==> config.mk <==
export PLATFORM = sky130hd
export DESIGN_NAME = spike_readout_ctrl
export DESIGN_NICKNAME = d
export VERILOG_FILES = /design/src/rtl/spike_readout_ctrl.sv
export SDC_FILE = /design/constraint.sdc
export NUM_CORES = 1
export LEC_CHECK = 0
export CAP_MARGIN = 25
export CORE_MARGIN = 8
export CORE_UTILIZATION = 54
export CTS_BUF_LIST = sky130_fd_sc_hd__clkbuf_2
export CTS_CLUSTER_DIAMETER = 60
export DETAILED_ROUTE_END_ITERATION = 10
export GPL_TIMING_DRIVEN = 0
export PLACE_DENSITY = 0.89
export SLEW_MARGIN = 20
export SYNTH_ARGS = -nofsm -noshare
export SYNTH_HDL_FRONTEND = slang
export SYNTH_SLANG_ARGS = --single-unit
==> constraint.sdc <==
create_clock -name avl_clk_i -period 5.58 [get_ports avl_clk_i]
set_clock_uncertainty 0.1 [all_clocks]
set_input_delay 1.116 -clock avl_clk_i [delete_from_list [all_inputs] [get_ports avl_clk_i]]
set_output_delay 1.116 -clock avl_clk_i [all_outputs]
set_load 0.1 [all_outputs]
==> src/rtl/spike_readout_ctrl.sv <==
`default_nettype none
// +--------------------------------------------------------------------------+
// | spike_readout_ctrl: Avalon-MM master that drains detector spike windows   |
// | into a valid/ready sample stream.                     Revision: 1.0      |
// +--------------------------------------------------------------------------+
module spike_readout_ctrl #(
  parameter int          WIN_LEN  = 150,
  parameter logic [13:0] WIN_BASE = 14'h1000
) (
  input  logic        avl_clk_i,
  input  logic        avl_reset_i,
  input  logic        start_i,
  input  logic        stop_i,
  output logic [13:0] avl_m_address_o,
  output logic        avl_m_write_o,
  output logic [15:0] avl_m_writedata_o,
  output logic        avl_m_read_o,
  input  logic [15:0] avl_m_readdata_i,
  input  logic        avl_m_readdatavalid_i,
  input  logic        avl_m_waitrequest_i,
  input  logic        avl_irq_i,
  output logic [15:0] spk_data_o,
  output logic        spk_valid_o,
  input  logic        spk_ready_i,
  output logic        spk_last_o,
  output logic        busy_o,
  output logic [15:0] win_count_o
);

  typedef enum logic [2:0] {
    S_IDLE      = 3'd0,
    S_WR_START  = 3'd1,
    S_WAIT_IRQ  = 3'd2,
    S_RD_STATUS = 3'd3,
    S_RD_SAMPLE = 3'd4,
    S_PUSH      = 3'd5,
    S_WR_ACK    = 3'd6,
    S_WR_STOP   = 3'd7
  } state_t;

  localparam logic [9:0]  LAST_IDX    = 10'(WIN_LEN - 1);
  localparam logic [13:0] ADDR_STATUS = 14'd0;
  localparam logic [13:0] ADDR_CTRL   = 14'd1;
  localparam logic [13:0] ADDR_ACK    = 14'd2;

  state_t      state_q, state_d;
  logic [13:0] addr_q, addr_d;
  logic [15:0] wdata_q, wdata_d;
  logic        write_q, write_d;
  logic        read_q, read_d;
  logic [15:0] data_q, data_d;
  logic [9:0]  idx_q, idx_d;
  logic [15:0] wcnt_q, wcnt_d;
  logic        stop_q, stop_d;

  logic wr_done;
  logic rd_accept;
  logic rd_data;

  assign wr_done   = write_q & ~avl_m_waitrequest_i;
  assign rd_accept = read_q & ~avl_m_waitrequest_i;
  // Read data is only meaningful once the request has been accepted.
  assign rd_data   = ~read_q & avl_m_readdatavalid_i;

  always_comb begin
    state_d = state_q;
    addr_d  = addr_q;
    wdata_d = wdata_q;
    write_d = write_q;
    read_d  = read_q;
    data_d  = data_q;
    idx_d   = idx_q;
    wcnt_d  = wcnt_q;
    stop_d  = stop_q | (stop_i & (state_q != S_IDLE));

    case (state_q)
      S_IDLE: begin
        stop_d = 1'b0;
        if (start_i) begin
          state_d = S_WR_START;
          wcnt_d  = 16'd0;
          idx_d   = 10'd0;
          stop_d  = stop_i;
        end
      end
      S_WR_START: begin
        // Write states raise their own request so consecutive writes are
        // always separated by a deasserted cycle.
        if (!write_q) begin
          write_d = 1'b1;
          addr_d  = ADDR_CTRL;
          wdata_d = 16'd1;
        end else if (wr_done) begin
          write_d = 1'b0;
          state_d = S_WAIT_IRQ;
        end
      end
      S_WAIT_IRQ: begin
        if (avl_irq_i) begin
          state_d = S_RD_STATUS;
          read_d  = 1'b1;
          addr_d  = ADDR_STATUS;
        end else if (stop_q) begin
          state_d = S_WR_STOP;
        end
      end
      S_RD_STATUS: begin
        if (read_q) begin
          if (rd_accept) read_d = 1'b0;
        end else if (rd_data) begin
          if (avl_m_readdata_i[0]) begin
            state_d = S_RD_SAMPLE;
            idx_d   = 10'd0;
            read_d  = 1'b1;
            addr_d  = WIN_BASE;
          end else begin
            state_d = S_WR_ACK;
          end
        end
      end
      S_RD_SAMPLE: begin
        if (read_q) begin
          if (rd_accept) read_d = 1'b0;
        end else if (rd_data) begin
          state_d = S_PUSH;
          data_d  = avl_m_readdata_i;
        end
      end
      S_PUSH: begin
        if (spk_ready_i) begin
          if (idx_q != LAST_IDX) begin
            state_d = S_RD_SAMPLE;
            idx_d   = idx_q + 10'd1;
            read_d  = 1'b1;
            addr_d  = WIN_BASE + 14'(idx_q) + 14'd1;
          end else begin
            state_d = S_WR_ACK;
            wcnt_d  = wcnt_q + 16'd1;
          end
        end
      end
      S_WR_ACK: begin
        if (!write_q) begin
          write_d = 1'b1;
          addr_d  = ADDR_ACK;
          wdata_d = 16'd1;
        end else if (wr_done) begin
          write_d = 1'b0;
          state_d = (stop_q | stop_i) ? S_WR_STOP : S_WAIT_IRQ;
        end
      end
      S_WR_STOP: begin
        if (!write_q) begin
          write_d = 1'b1;
          addr_d  = ADDR_CTRL;
          wdata_d = 16'd0;
        end else if (wr_done) begin
          write_d = 1'b0;
          state_d = S_IDLE;
          stop_d  = 1'b0;
        end
      end
      default: state_d = S_IDLE;
    endcase
  end

  always_ff @(posedge avl_clk_i or posedge avl_reset_i) begin
    if (avl_reset_i) begin
      state_q <= S_IDLE;
      addr_q  <= 14'd0;
      wdata_q <= 16'd0;
      write_q <= 1'b0;
      read_q  <= 1'b0;
      data_q  <= 16'd0;
      idx_q   <= 10'd0;
      wcnt_q  <= 16'd0;
      stop_q  <= 1'b0;
    end else begin
      state_q <= state_d;
      addr_q  <= addr_d;
      wdata_q <= wdata_d;
      write_q <= write_d;
      read_q  <= read_d;
      data_q  <= data_d;
      idx_q   <= idx_d;
      wcnt_q  <= wcnt_d;
      stop_q  <= stop_d;
    end
  end

  assign avl_m_address_o   = addr_q;
  assign avl_m_write_o     = write_q;
  assign avl_m_writedata_o = wdata_q;
  assign avl_m_read_o      = read_q;
  assign spk_data_o        = data_q;
  assign spk_valid_o       = (state_q == S_PUSH);
  assign spk_last_o        = (state_q == S_PUSH) && (idx_q == LAST_IDX);
  assign busy_o            = (state_q != S_IDLE);
  assign win_count_o       = wcnt_q;

endmodule
`default_nettype wire

* Word-level counts from Yosys, hierarchy flattened
Cells that the tools add are included.
** Storage, ports and cells
- Logic and storage cells :: 125
- Input bits :: 24
- Register bits after elaboration :: 78
- Output and inout port bits :: 67
** Cells by class
- Bitwise logic cells :: 8
- Multiplexer cells :: 56
- Reductions and logical operators :: 18
- Add/subtract/negate cells :: 4
- Eq/ne operators :: 30
** Operators with widths (number)
- 14-bit 2-to-1 mux :: 8
- 16-bit 2-to-1 mux :: 5
- 14-bit case mux with 5 select lines :: 1
- 16-bit case mux with 2 select lines :: 2
- 10-bit 2-to-1 mux :: 6
- 3-bit 2-to-1 mux :: 15
- 2-bit != test (second input constant) :: 18
- 10-bit case mux with 3 select lines :: 1
- 3-bit case mux with 8 select lines :: 1
- 16-bit by 1-bit adder with 16-bit output (second input constant) :: 1
- 13-bit by 10-bit adder with 14-bit output (first input constant) :: 1
- 14-bit by 1-bit adder with 14-bit output (second input constant) :: 1
- 1-bit 2-to-1 mux :: 13
- 13-bit AND reduction :: 1
- 3-bit equality test (second input constant) :: 4
- 10-bit by 1-bit adder with 10-bit output (second input constant) :: 1
- 10-bit by 8-bit equality test with 1-bit output (second input constant) :: 1
- 10-bit by 8-bit != test with 1-bit output (second input constant) :: 1
- 9-bit AND reduction :: 1
- 4-bit AND reduction :: 2
- 7-bit AND reduction :: 1
- 3-bit by 2-bit equality test with 1-bit output (second input constant) :: 2
- 3-bit AND reduction :: 2
- 3-bit nonzero test :: 2
- 16 further kinds :: 25

* Depth between registers and ports, before layout
- Depth after elaboration :: 6
- Mapped depth :: 9
- Mapped depth without buffers :: 8

* Worst setup path before layout
No wires, ideal clock.
- Kind :: register to output
- Start point :: register state_q[1]
- End point :: output port spk_last_o
- Required time :: 4.364 ns
- Arrival :: 1.462 ns
- Buffers on the path :: 0
- Stages on the path, launching flop included :: 5
- Slack :: 2.902 ns
- Cells stage by stage :: dfrtp_1 nand3b_4 inv_4 nand4_4 clkinv_2
** On the way
- Longest elaborated chain between the ends :: 2
** Ends and longest elaborated chain
- start, declared :: RTL line 46 : state_t state_q, state_d;
- start signal, assigned :: RTL line 179 : state_q <= state_d;
- 3-bit equality test
- via spk_valid_o :: RTL line 23 : output logic spk_valid_o,
- 1-bit logical AND :: RTL line 197 : assign spk_last_o = (state_q == S_PUSH) && (idx_q == LAST_IDX);
- end, declared :: RTL line 25 : output logic spk_last_o,
The timed path passes the listed nets, and every way through them passes these cells.

* Worst setup path in the final report
- Start point :: register state_q[1]
- End point :: output port spk_last_o
** On the way
- Longest elaborated chain between the ends :: 2
** Ends and longest elaborated chain (RTL line)
- 3-bit equality test :: 197
- 1-bit logical AND :: 197
Every way passes these cells.

==> out/qor_table.md <==
| Step | Parameter | This run |
| --- | --- | --- |
| clock tree | Post-CTS Setup Bufs | 0 |
| worst setup path | Depth of the worst register-to-register path | 5 |
| flow run | Total of max-cap violations | 0 |
| yosys | Area fraction of the dominant cell type after synthesis | 46.8% |
| cells and area | Area growth syn-to-layout | 31.0% |
| power and ir drop | Pwr dens | 505 mW/mm^2 |
| clock tree | Clock net sink count | 61 |
| cells and area | Share of layout cells above drive strength 1 | 16.4% |
| timing | Max-slew violations | 0 |
| detailed routing | Via density per instance | 5.59 |
| power and ir drop | Share of power burned in registers | 27.3% |
| timing | Smallest setup slack after layout | 1.47 ns |
| power and ir drop | Net switching power figure | 1.20 mW |
| yosys | Mapped Area | 0.00326 sq mm |
| placed design | Total half-perimeter wirelength after legalization and detailed placement | 6230 um |
| worst setup path | Critical Path End Type | output port |
| floorplan | Overall die height | 93.8 um |
| worst setup path | Data required time at the worst endpoint | 4.36 ns |
| power and ir drop | Design Power | 2.16 mW |
| power and ir drop | Clock power share | 12.3% |
| timing | F_max | 244 MHz |
| grt | Largest net degree at the start of global routing | 32 |
| detailed routing | Total Wirelength | 8320 um |
| clock tree | Number of buffers added to fix hold violations after cts | 0 |
| floorplan | Number of placement rows | 28 |
| worst setup path | Worst EP arrival | 2.89 ns |
| clock tree | CTS resizes | 0 |
| yosys | Post-synthesis cell count | 326 |
| timing | Fin. Hold Viols | 0 |
| timing | Slew at the pin closest to its max-slew limit | 1.01 ns |
| clock tree | Insertion delay to the later sink of the worst-skew pair | 0.51 ns |
| worst setup path | Worst reg2reg endpoint | idx_q[4]$_DFFE_PP0P_ |
| worst hold path | Depth of the worst hold-timing path | 2 |
| power and ir drop | Internal Pwr Total | 0.965 mW |
| worst setup path | Critical path class | flip-flop to output port |
| cells and area | Most frequent standard cell in the layout excluding fill and tap cells | sky130_fd_sc_hd__clkdlybuf4s50_1 |
| worst setup path | CP Buf/Inv Count | 3 |
| worst setup path | Cell type of the slowest stage on the worst timing path | sky130_fd_sc_hd__clkdlybuf4s50_1 |
| detailed routing | Initial detailed-routing violation count | 182 |
| grt | Via count of the first global-routing pass | 2749 |
| detailed routing | TritonRoute pass-1 iters | 4 |
| timing | Final count of negative-setup-slack endpoints | 0 |
| cells and area | Most used cells in the layout excluding fill and tap cells | sky130_fd_sc_hd__clkdlybuf4s50_1 (73), sky130_fd_sc_hd__dfrtp_1 (61), sky130_fd_sc_hd__o21ai_0 (37) |
| grt | Global Route Usage Sum | 19.1% |
| detailed routing | DRT antenna net count | 0 |
| yosys | Cell taking the most area after synthesis | sky130_fd_sc_hd__dfrtp_1 |
| yosys | Seq cells post-synth | 61 |
| worst setup path | Critical Path Stages | 5 |
| yosys | Number of warnings issued by yosys | 0 |
| yosys | Post-synthesis sequential area ratio | 46.8% |
| worst setup path | Startpoint type of the worst setup path | flip-flop |
| placed design | Buffers added on ports | 73 |
| grt | Initial antenna violation count | 0 |
| worst setup path | CP Cell Sequence | nand3b_4, inv_4, nand4_4, clkinv_2, clkdlybuf4s50_1 |
| worst hold path | Startpoint of the lowest-slack hold path | avl_m_address_o[2]$_DFFE_PP0P_ |
| floorplan | Die X-Extent | 93.8 um |
| floorplan | Area of the core | 0.00589 sq mm |
| timing | Fin crit period | 4.11 ns |
| cells and area | Filler Cells Inserted | 453 |
| timing | Setup repair after global routing missed its margin | no |
| power and ir drop | Share of total power in combinational logic | 60.4% |
| worst setup path | Worst reg2reg startpoint | state_q[1]$_DFFE_PP0P_ |
| clock tree | Clock slew seen by the registers of the worst setup and hold paths | 0.17 ns |
| placed design | Gpl congestion | 0.877 |
| detailed routing | WL per Instance | 16.4 um |
| placed design | Post-Place Worst Slack | 2.05 ns |
| timing | Hold slack final | 0.398 ns |
| clock tree | Maximum clock insertion buffer count | 2 |
| yosys | Number of library cell types mapped by synthesis | 52 |
| timing | Worst slew margin relative to its limit | 32.6% |
| timing | Accumulated negative setup slack | 0 ns |
| worst setup path | Register-to-register path setup slack | 3.38 ns |
| timing | Period utilisation layout | 73.6% |
| yosys | Largest cells by area after synthesis | sky130_fd_sc_hd__dfrtp_1 (47%), sky130_fd_sc_hd__mux2_2 (6.2%), sky130_fd_sc_hd__o21ai_0 (5.7%), sky130_fd_sc_hd__buf_4 (4.6%), sky130_fd_sc_hd__nand2_1 (3.3%) |
| worst setup path | Largest driver fanout on the critical path | 9 |
| power and ir drop | Standby leakage power | 1.95 nW |
| clock tree | TritonCTS clock tree | done |
| grt | Residual overflow from global routing | 0 |
| worst setup path | CP max stage delay | 1.14 ns |
| yosys | Avg Cell Area, Syn | 10.0 sq um |
| detailed routing | Via count | 2834 |
| cells and area | Final net count | 457 |
| power and ir drop | Switching share of power | 55.4% |
| power and ir drop | Largest voltage drop on the vdd net | 467 uV |
| worst hold path | Hold path endpoint | avl_m_address_o[2]$_DFFE_PP0P_ |
| clock tree | Cell at the root of the clock tree | sky130_fd_sc_hd__clkbuf_2 |
| grt | Wire length of the first global-routing pass | 13300 um |
| worst setup path | Kind of cell with the highest combined delay on the critical path | buffers and inverters |
| status | Outcome | completed |
| floorplan | Number of top-level pins | 91 |
| worst hold path | Worst min-delay path category | flip-flop to flip-flop |
| floorplan | Die Footprint | 0.00879 sq mm |
| clock tree | Inserted Clock Buffers | 9 |
| clock tree | H-tree Lvls | 3 |
| floorplan | Initial core utilization | 55.5% |
| detailed routing | Total DRC errors in the routed layout | 0 |
| cells and area | Antenna Diode Count | 0 |
## cells in the mapped netlist, drive strengths merged
master / instances
nand2: 30
and3b: 3
xor2: 4
nor2: 15
or4: 1
inv: 7
or3: 3
o21ai: 39
o41ai: 3
a21boi: 1
ha: 6
conb: 1
nor2b: 2
a41oi: 1
buf: 25
nand3: 12
a21o: 10
nor3b: 1
o2111a: 1
a311o: 1
dfrtp: 61
a31oi: 4
clkinv: 1
o2111ai: 2
and4bb: 1
clkbuf: 2
and3: 2
nand3b: 3
xnor2: 5
o21bai: 1
nor3: 12
mux2: 18
nor4: 4
o21a: 1
a2bb2oi: 2
nand4: 6
a211oi: 1
o31ai: 11
and2: 6
o211ai: 1
a21oi: 11
nand2b: 5
## sequential cells by signal, indices dropped and copies added (netlist names)
name               cells
avl_m_address_o       12
avl_m_read_o           1
avl_m_write_o          1
avl_m_writedata_o      1
idx_q                 10
spk_data_o            16
state_q                3
stop_q                 1
win_count_o           16
## final cells by class
cell class,count,area [sq um],area share [%]
Inverter,8,36.3,0.848
Clock inverter,5,51.3,1.20
Clock buffer,11,55.1,1.29
Buffer,27,189,4.42
Tap cell,75,93.8,2.19
Timing Repair Buffer,74,751,17.5
Multi-Input combinational cell,246,1580,36.8
Sequential cell,61,1530,35.7
## per-layer routing
metal	vias to the layer above	wire length, um	part of all wire (%)	track usage (%)
met5	-	0	0	0
li1	1349	-	-	-
met1	1360	3400	41	21.6
met3	14	655	7.9	6.00
met4	0	135	1.6	7.00
met2	111	4130	50	32.8
## power groups by stage
stage                     Combinational (mW)  Sequential (mW)  Clock [mW]
after floorplan                        0.485             1.11           0
after global placement                  1.28            0.592           0
after detailed placement                1.30            0.601           0
after CTS                               1.31            0.591       0.272
after global routing                    1.36            0.602       0.292
final                                   1.30            0.590       0.266
## cell families (layout without fill, tap and decap cells)
| group | after synthesis | count (layout) | share of synthesized area, % |
|---|---|---|---|
| muxes | 18 | 18 | 6.21 |
| xor gates and xnor gates | 9 | 9 | 2.41 |
| buffers and inverters | 35 | 125 | 6.82 |
| AOI/OAI and AO/OA | 90 | 90 | 17.6 |
| adders and majority gates | 6 | 6 | 2.30 |
| DFF | 61 | 61 | 46.8 |
| and+or+nand+nor | 106 | 106 | 17.8 |
| other | 1 | 17 | 0.115 |
## worst max-delay path by stage
stage	startpoint	slack (ns)	to
floorplan	avl_reset_i	2.85	avl_m_address_o[0]$_DFFE_PP0P_
global route	state_q[1]$_DFFE_PP0P_	1.36	spk_last_o
global placement	avl_reset_i	1.78	win_count_o[14]$_DFFE_PP0P_
CTS	state_q[1]$_DFFE_PP0P_	1.47	spk_last_o
finish	state_q[1]$_DFFE_PP0P_	1.47	spk_last_o
detailed placement	state_q[1]$_DFFE_PP0P_	2.05	spk_last_o
## worst min-delay path: stages, from the launching register on
cell and delay (ns):
sky130_fd_sc_hd__dfrtp_1 0.37, sky130_fd_sc_hd__nand2_1 0.05, sky130_fd_sc_hd__o21ai_0 0.06
## metrics by stage
| step | util (%) | instances | cell area [sq um] |
|---|---|---|---|
| after detailed placement | 70.9 | 491 | 4170 |
| final | 72.7 | 507 | 4280 |
| after global placement | 70.5 | 490 | 4150 |
| after floorplan | - | 342 | 3320 |
| after global routing | 72.7 | 507 | 4280 |
| after CTS | 72.7 | 507 | 4280 |
Power figures use the tool's default switching activity.
